[config.mk]
export PLATFORM = sky130hd
export DESIGN_NAME = cache_way_alloc_flat
export DESIGN_NICKNAME = d
export VERILOG_FILES = /design/src/rtl/cache_way_alloc_if.sv /design/src/rtl/cache_way_alloc.sv /design/src/flat_wrapper.sv
export SDC_FILE = /design/constraint.sdc
export NUM_CORES = 1
export LEC_CHECK = 0
export CORE_AREA = 2 2 130 132
export CTS_CLUSTER_SIZE = 14
export DETAILED_ROUTE_END_ITERATION = 8
export DIE_AREA = 0 0 132 134
export PLACE_DENSITY = 0.55
export SLEW_MARGIN = 20
export SYNTH_ARGS = -nofsm -noshare
export SYNTH_HDL_FRONTEND = slang
export SYNTH_SLANG_ARGS = --single-unit
[constraint.sdc]
create_clock -name clk_i -period 4.6 [get_ports clk_i]
set_input_delay 0.69 -clock clk_i [delete_from_list [all_inputs] [get_ports clk_i]]
set_output_delay 0.69 -clock clk_i [all_outputs]
set_load 0.01 [all_outputs]
[src/rtl/cache_way_alloc_if.sv]
// Allocation/touch/invalidate bundle between the cache controller and the way allocator.
interface cache_way_alloc_if #(parameter int sets_p = 16);
  localparam int set_width_lp = $clog2(sets_p);

  logic                    alloc_v_i;
  logic [set_width_lp-1:0] alloc_set_i;
  logic                    alloc_ready_o;
  logic                    alloc_v_o;
  logic [1:0]              alloc_way_o;
  logic [3:0]              alloc_way_oh_o;
  logic                    alloc_yumi_i;
  logic                    touch_v_i;
  logic [set_width_lp-1:0] touch_set_i;
  logic [1:0]              touch_way_i;
  logic                    inv_v_i;
  logic [set_width_lp-1:0] inv_set_i;
  logic [1:0]              inv_way_i;

  modport master (
    output alloc_v_i, alloc_set_i, alloc_yumi_i,
    output touch_v_i, touch_set_i, touch_way_i,
    output inv_v_i, inv_set_i, inv_way_i,
    input  alloc_ready_o, alloc_v_o, alloc_way_o, alloc_way_oh_o
  );

  modport slave (
    input  alloc_v_i, alloc_set_i, alloc_yumi_i,
    input  touch_v_i, touch_set_i, touch_way_i,
    input  inv_v_i, inv_set_i, inv_way_i,
    output alloc_ready_o, alloc_v_o, alloc_way_o, alloc_way_oh_o
  );
endinterface

[src/rtl/cache_way_alloc.sv]
// Per-set 4-way valid + tree-PLRU tracker; picks a refill victim and returns it
// as both an index and a one-hot way write-enable.
module cache_way_alloc #(parameter int sets_p = 16) (
  input logic              clk_i,
  input logic              reset_i,
  cache_way_alloc_if.slave io
);
  localparam int set_width_lp = $clog2(sets_p);

  typedef enum logic [1:0] {INIT, IDLE, RESP} state_e;

  state_e                  state_r, state_n;
  logic [set_width_lp-1:0] cnt_r;
  logic [3:0]              valid_r [sets_p];
  logic [2:0]              plru_r  [sets_p];
  logic [3:0]              vbits;
  logic [2:0]              pbits;
  logic [1:0]              victim;
  logic                    accept;
  logic                    v_r;
  logic [1:0]              way_r;
  logic [3:0]              oh_r;

  // Touch points the tree away from the used way; untouched subtree bit is kept.
  function automatic logic [2:0] plru_touch(input logic [2:0] p, input logic [1:0] w);
    logic [2:0] r;
    r = p;
    case (w)
      2'd0: begin r[0] = 1'b1; r[1] = 1'b1; end
      2'd1: begin r[0] = 1'b1; r[1] = 1'b0; end
      2'd2: begin r[0] = 1'b0; r[2] = 1'b1; end
      default: begin r[0] = 1'b0; r[2] = 1'b0; end
    endcase
    return r;
  endfunction

  always_comb begin
    vbits  = valid_r[io.alloc_set_i];
    pbits  = plru_r[io.alloc_set_i];
    victim = 2'd0;
    if      (!vbits[0]) victim = 2'd0;
    else if (!vbits[1]) victim = 2'd1;
    else if (!vbits[2]) victim = 2'd2;
    else if (!vbits[3]) victim = 2'd3;
    else                victim = pbits[0] ? {1'b1, pbits[2]} : {1'b0, pbits[1]};
  end

  // Hit and invalidate traffic always wins over a new allocation.
  assign io.alloc_ready_o = (state_r == IDLE) & ~io.touch_v_i & ~io.inv_v_i;
  assign accept           = io.alloc_v_i & io.alloc_ready_o;

  always_comb begin
    state_n = state_r;
    case (state_r)
      INIT:    if (cnt_r == set_width_lp'(sets_p - 1)) state_n = IDLE;
      IDLE:    if (accept) state_n = RESP;
      RESP:    if (io.alloc_yumi_i) state_n = IDLE;
      default: state_n = INIT;
    endcase
  end

  always_ff @(posedge clk_i) begin
    if (reset_i) begin
      state_r <= INIT;
      cnt_r   <= '0;
      v_r     <= 1'b0;
      way_r   <= 2'd0;
      oh_r    <= 4'd0;
    end else begin
      state_r <= state_n;
      if (state_r == INIT) cnt_r <= cnt_r + 1'b1;
      if (accept) begin
        v_r   <= 1'b1;
        way_r <= victim;
        oh_r  <= 4'b0001 << victim;
      end else if (state_r == RESP && io.alloc_yumi_i) begin
        v_r <= 1'b0;
      end
    end
  end

  // Tag-side state is cleared by the INIT sweep rather than by reset directly.
  always_ff @(posedge clk_i) begin
    if (state_r == INIT) begin
      valid_r[cnt_r] <= 4'd0;
      plru_r[cnt_r]  <= 3'd0;
    end else begin
      if (accept) begin
        valid_r[io.alloc_set_i][victim] <= 1'b1;
        plru_r[io.alloc_set_i]          <= plru_touch(pbits, victim);
      end
      if (io.touch_v_i)
        plru_r[io.touch_set_i] <= plru_touch(plru_r[io.touch_set_i], io.touch_way_i);
      if (io.inv_v_i)
        valid_r[io.inv_set_i][io.inv_way_i] <= 1'b0;
    end
  end

  assign io.alloc_v_o      = v_r;
  assign io.alloc_way_o    = way_r;
  assign io.alloc_way_oh_o = oh_r;
endmodule

[src/flat_wrapper.sv]
// flat-port wrapper written by rule: the top's interface ports become plain ports
module cache_way_alloc_flat 
#(parameter int sets_p = 16)
  (clk_i, reset_i, io_alloc_v_i, io_alloc_set_i, io_alloc_yumi_i, io_touch_v_i, io_touch_set_i, io_touch_way_i, io_inv_v_i, io_inv_set_i, io_inv_way_i, io_alloc_ready_o, io_alloc_v_o, io_alloc_way_o, io_alloc_way_oh_o);
  cache_way_alloc_if #(.sets_p(sets_p)) io_i ();
  input logic clk_i;
  input logic reset_i;
  input wire logic [$bits(io_i.alloc_v_i)-1:0] io_alloc_v_i;
  input wire logic [$bits(io_i.alloc_set_i)-1:0] io_alloc_set_i;
  input wire logic [$bits(io_i.alloc_yumi_i)-1:0] io_alloc_yumi_i;
  input wire logic [$bits(io_i.touch_v_i)-1:0] io_touch_v_i;
  input wire logic [$bits(io_i.touch_set_i)-1:0] io_touch_set_i;
  input wire logic [$bits(io_i.touch_way_i)-1:0] io_touch_way_i;
  input wire logic [$bits(io_i.inv_v_i)-1:0] io_inv_v_i;
  input wire logic [$bits(io_i.inv_set_i)-1:0] io_inv_set_i;
  input wire logic [$bits(io_i.inv_way_i)-1:0] io_inv_way_i;
  output wire logic [$bits(io_i.alloc_ready_o)-1:0] io_alloc_ready_o;
  output wire logic [$bits(io_i.alloc_v_o)-1:0] io_alloc_v_o;
  output wire logic [$bits(io_i.alloc_way_o)-1:0] io_alloc_way_o;
  output wire logic [$bits(io_i.alloc_way_oh_o)-1:0] io_alloc_way_oh_o;
  assign io_i.alloc_v_i = io_alloc_v_i;
  assign io_i.alloc_set_i = io_alloc_set_i;
  assign io_i.alloc_yumi_i = io_alloc_yumi_i;
  assign io_i.touch_v_i = io_touch_v_i;
  assign io_i.touch_set_i = io_touch_set_i;
  assign io_i.touch_way_i = io_touch_way_i;
  assign io_i.inv_v_i = io_inv_v_i;
  assign io_i.inv_set_i = io_inv_set_i;
  assign io_i.inv_way_i = io_inv_way_i;
  assign io_alloc_ready_o = io_i.alloc_ready_o;
  assign io_alloc_v_o = io_i.alloc_v_o;
  assign io_alloc_way_o = io_i.alloc_way_o;
  assign io_alloc_way_oh_o = io_i.alloc_way_oh_o;
  cache_way_alloc #(.sets_p(sets_p)) u_core (.clk_i(clk_i), .reset_i(reset_i), .io(io_i));
endmodule
==> results <==
- The flow ran to the end, and the final reports show no timing, DRC or antenna violations.
- The buffer depth of the longest clock path is 2.
- At the end of routability-driven placement, the weighted congestion stood at 0.847.
- The max-slew violation total from the final report is 0.
- The remaining antenna violation count is 0.
- The data arrival time of the critical path is 3970 ps.
- For this run, the register share of the synthesized area comes to 56.6%.
- The number of global-route vias before repair is 4,437.
- On the critical path the largest part of the delay comes from compound AO/OA/AOI/OAI gates.
- The area growth from synthesis to final layout is 17.0%.
- At the later pin of the worst-skew pair, clock insertion delay measures 420 ps.
- The net count of the finished layout is 582.
- After legalization and detailed placement, the total HPWL measured 11,000 um.
- The required time reported for the critical path endpoint is roughly 4700 ps.
- The worst setup path is launched from a primary input.
- The count of instances resized after the clock tree is built is 0.
- The path class of the tightest hold or removal check is register to register.
- The kind of critical path is primary input to register.
- In this run, placement finished with an instance count of 760.
- The share of the synthesized area in the top cell type is 52.5%.
- The core box area is 16,300 um^2.
- The initial antenna violation count is 0.
- The floorplan step defined a die boundary enclosing between 15,000 and 20,000 um^2.
- The post-cts hold buffer count is 0.
- Max-cap violations in this run came to 0.
- The worst-case vdd ir drop is around 0.19 mV.
- The CTS clock-pin slew for the worst setup and hold paths is around 60 ps.
- The global-route congestion overflow total is 0.
- The number of sinks driven by the clock tree is 125.
- The hold path depth is 2.
- Across the routed clock network, the largest skew measured is ~15 ps.
- Of the cells placed in the final design, the portion with a size suffix greater than 1 is a little under a fifth.
- Summed over all instances, the cell type with the most area after synthesis is sky130_fd_sc_hd__edfxtp_1.
- The number of warnings printed during yosys synthesis is 0.
- Ranked by total cell area, the synthesized netlist is headed by sky130_fd_sc_hd__edfxtp_1 52%, sky130_fd_sc_hd__mux4_2 9.1%, sky130_fd_sc_hd__nor3_1 6.3%, sky130_fd_sc_hd__dfxtp_1 4.1%, sky130_fd_sc_hd__o31ai_1 3.6%.
- The critical path goes through clkdlybuf4s50_1 -> buf_4 -> buf_4 -> mux2i_1 -> mux2i_1 -> o21ai_0 -> a211oi_2 -> nor3_1.
- Counting flops with an async set or reset pin after synthesis yields a share of 0%.
- The average instance in the mapped netlist occupies 12.0 um^2.
- The initial utilization of the core area, before any placement, comes to 39.3%.
- In this run the static leakage power is 0.00252 uW.
- The library cells used most frequently in the layout, excluding fill and tap cells, are 112 x sky130_fd_sc_hd__edfxtp_1, 81 x sky130_fd_sc_hd__nor3_1, 61 x sky130_fd_sc_hd__nand2_1.
- The post-route clock period utilization is between 80 and 90%.
- The post-CTS repair timing setup buffer count is 0.
- The slowest cell on the critical path is sky130_fd_sc_hd__a211oi_2.
- The final critical delay including setup and external delays is 3850 ps.
- Setup repair after global routing left no endpoint under its margin.
- Measured in cells, the most critical reg-to-reg path has a length of 6.
- The synthesized design contains about 130 register bits.
- The first detailed-routing pass ran for 5 iterations.
- The global routing stage identified its most utilized layer as met2.
- The number of top-level design ports is 30.
- Measured against its own limit, the worst slew margin works out to 22.2%.
- The number of buffers created by CTS is 17.
- Derived from the worst setup path, the maximum achievable clock frequency is 260 MHz.
- In this run the clock root is driven by a sky130_fd_sc_hd__clkbuf_16.
- At the pin with the least slew margin, the transition time is ~1200 ps.
- For met3 alone, demand over resource in global routing was 3.36%.
- Along the worst path, the maximum fanout reaches 16.
- The synthesized instance count is 533.
- The most used flip-flop cell after synthesis is sky130_fd_sc_hd__edfxtp_1.
- Port buffering added 29 buffers.
- The wire length per cell is 20.2 um.
- The total number of placement rows is 47.
- The total power density per cell area is 366 nW/um^2.
- For this block, the routed nets add up to between 15,000 and 20,000 um of wire.
- The depth of the CTS H-tree is 4.
- The non-filler instance count after layout is 792.
- In this run the horizontal extent of the chip is between 100 and 150 um.
- The number of nets in the synthesized netlist is 556.
- The maximum number of pins on one net before global-route repair is 69.
- The most common cell after layout, fill and taps aside is sky130_fd_sc_hd__edfxtp_1.
- The worst setup path is captured at a register.
- The first routing iteration left 310 violations.
- The clock tree from TritonCTS is done.
- The final antenna diode count is 0.
- The die is between 100 and 150 um tall.
- After routing, the total negative slack on setup checks comes to 0 ps.
- Setup violations remaining at the end of the flow were counted as 0.
- The number of buffers and inverters on the critical path is 3.
- The global routing usage on met1 is 25.8%.
- The critical path runs through a total of 8 cells.
- Yosys mapped the design onto approximately 50 distinct sky130hd cell types.
- The global-route wire length before repair is 25,000 um.
- The global-route total usage across every layer is 18.7%.
- Global routing consumed, on the met2 layer, 30.7% of the routing resources.
- The number of DRC violations after detailed routing is 0.
- Using the TritonRoute via totals, the vias-per-cell ratio works out to about 5.8.
- Across all layers, the routed design uses 4,566 vias.
- The number of failing hold endpoints at the final stage came to 0.
- For this run, the slowest stage of the critical path takes roughly 990 ps.
- Counting flops with a built-in enable in the synthesized netlist gives 112.
- The post-synthesis instance area is 6410 um^2.
final timing paths:
path / startpoint / endpoint / slack [ps]
worst max-delay path: io_alloc_set_i[2] / u_core.valid_r[7][0]$_DFFE_PP_ / 750
worst max register to register: u_core.valid_r[12][3]$_DFFE_PP_ / u_core.valid_r[7][0]$_DFFE_PP_ / 1390
worst min-delay path: u_core.io.alloc_v_o$_SDFFE_PP0P_ / u_core.io.alloc_v_o$_SDFFE_PP0P_ / 470
worst min register to register: u_core.io.alloc_v_o$_SDFFE_PP0P_ / u_core.io.alloc_v_o$_SDFFE_PP0P_ / 470
flip-flops by register name, summed over array words and instances (netlist names):
| signal | cells |
|---|---|
| u_core.io.alloc_way_oh_o | 4 |
| u_core.io.alloc_way_o | 2 |
| u_core.state_r | 2 |
| u_core.io.alloc_v_o | 1 |
| u_core.valid_r | 64 |
| u_core.plru_r | 48 |
| u_core.cnt_r | 4 |
metrics by stage:
stage	power, uW	util [%]	area (um^2)	hold WS [ps]	setup WS (ps)
6_report	2740	46.0	7500	467	754
5_1_grt	2840	46.0	7500	487	469
4_1_cts	2760	45.9	7480	468	780
3_5_place_dp	1510	42.5	6920	457	336
3_3_place_gp	1500	42.5	6920	449	396
2_1_floorplan	1440	-	6410	463	694
Yosys cell counts (2+ instances only):
| master | n |
|---|---|
| sky130_fd_sc_hd__a211oi_1 | 5 |
| sky130_fd_sc_hd__a211oi_2 | 2 |
| sky130_fd_sc_hd__a21boi_0 | 2 |
| sky130_fd_sc_hd__a21oi_1 | 14 |
| sky130_fd_sc_hd__a221oi_1 | 5 |
| sky130_fd_sc_hd__a22o_1 | 4 |
| sky130_fd_sc_hd__a32o_1 | 2 |
| sky130_fd_sc_hd__and2_1 | 2 |
| sky130_fd_sc_hd__and3_1 | 4 |
| sky130_fd_sc_hd__buf_1 | 2 |
| sky130_fd_sc_hd__buf_2 | 6 |
| sky130_fd_sc_hd__buf_4 | 2 |
| sky130_fd_sc_hd__buf_6 | 6 |
| sky130_fd_sc_hd__clkbuf_1 | 27 |
| sky130_fd_sc_hd__dfxtp_1 | 13 |
| sky130_fd_sc_hd__edfxtp_1 | 112 |
| sky130_fd_sc_hd__inv_1 | 7 |
| sky130_fd_sc_hd__mux2i_1 | 10 |
| sky130_fd_sc_hd__mux4_2 | 26 |
| sky130_fd_sc_hd__nand2_1 | 61 |
| sky130_fd_sc_hd__nand2b_1 | 8 |
| sky130_fd_sc_hd__nand3_1 | 5 |
| sky130_fd_sc_hd__nor2_1 | 28 |
| sky130_fd_sc_hd__nor2b_1 | 3 |
| sky130_fd_sc_hd__nor3_1 | 81 |
| sky130_fd_sc_hd__nor4_1 | 16 |
| sky130_fd_sc_hd__o21ai_0 | 9 |
| sky130_fd_sc_hd__o21ai_1 | 2 |
| sky130_fd_sc_hd__o22ai_1 | 2 |
| sky130_fd_sc_hd__o31a_1 | 4 |
| sky130_fd_sc_hd__o31ai_1 | 31 |
| sky130_fd_sc_hd__o31ai_2 | 6 |
| sky130_fd_sc_hd__or2_2 | 8 |
| sky130_fd_sc_hd__xnor2_1 | 3 |
worst min-delay path, stage by stage (launching register included):
cell                      delay (ps)
sky130_fd_sc_hd__dfxtp_1         310
sky130_fd_sc_hd__nand2_1          60
sky130_fd_sc_hd__a21oi_1          60
area by class of cell:
cell class                 instances  area (um^2)
multi-input combinational        358         2550
timing repair buffer              50          455
inverter                           7         26.3
sequential                       125         3620
fill                            1481         8790
clock buffer                      19          443
tap                              220          275
clock inverter                    13          118
power by group:
part           internal [uW]  leakage (uW)  switching, uW  total [uW]
clock network            757      0.000261            501        1260
logic                   87.7       0.00101            144         232
registers               1250       0.00125           7.65        1250
total                   2090       0.00252            653        2740
routing by layer:
metal | share of wire, % | wire length [um]
met1 | 45 | 7210
met2 | 49 | 7830
met3 | 5.2 | 830
met4 | 0.76 | 121
met5 | 0 | 0
cell families after synthesis:
kind of cell / share of synthesized area (%)
mux: 10.9
xor+xnor: 0.410
buf+inv: 3.87
flops: 56.6
compound gates: 11.6
fa+ha+maj: 0.195
simple gates: 16.5
(Power assumes the default switching activity.)
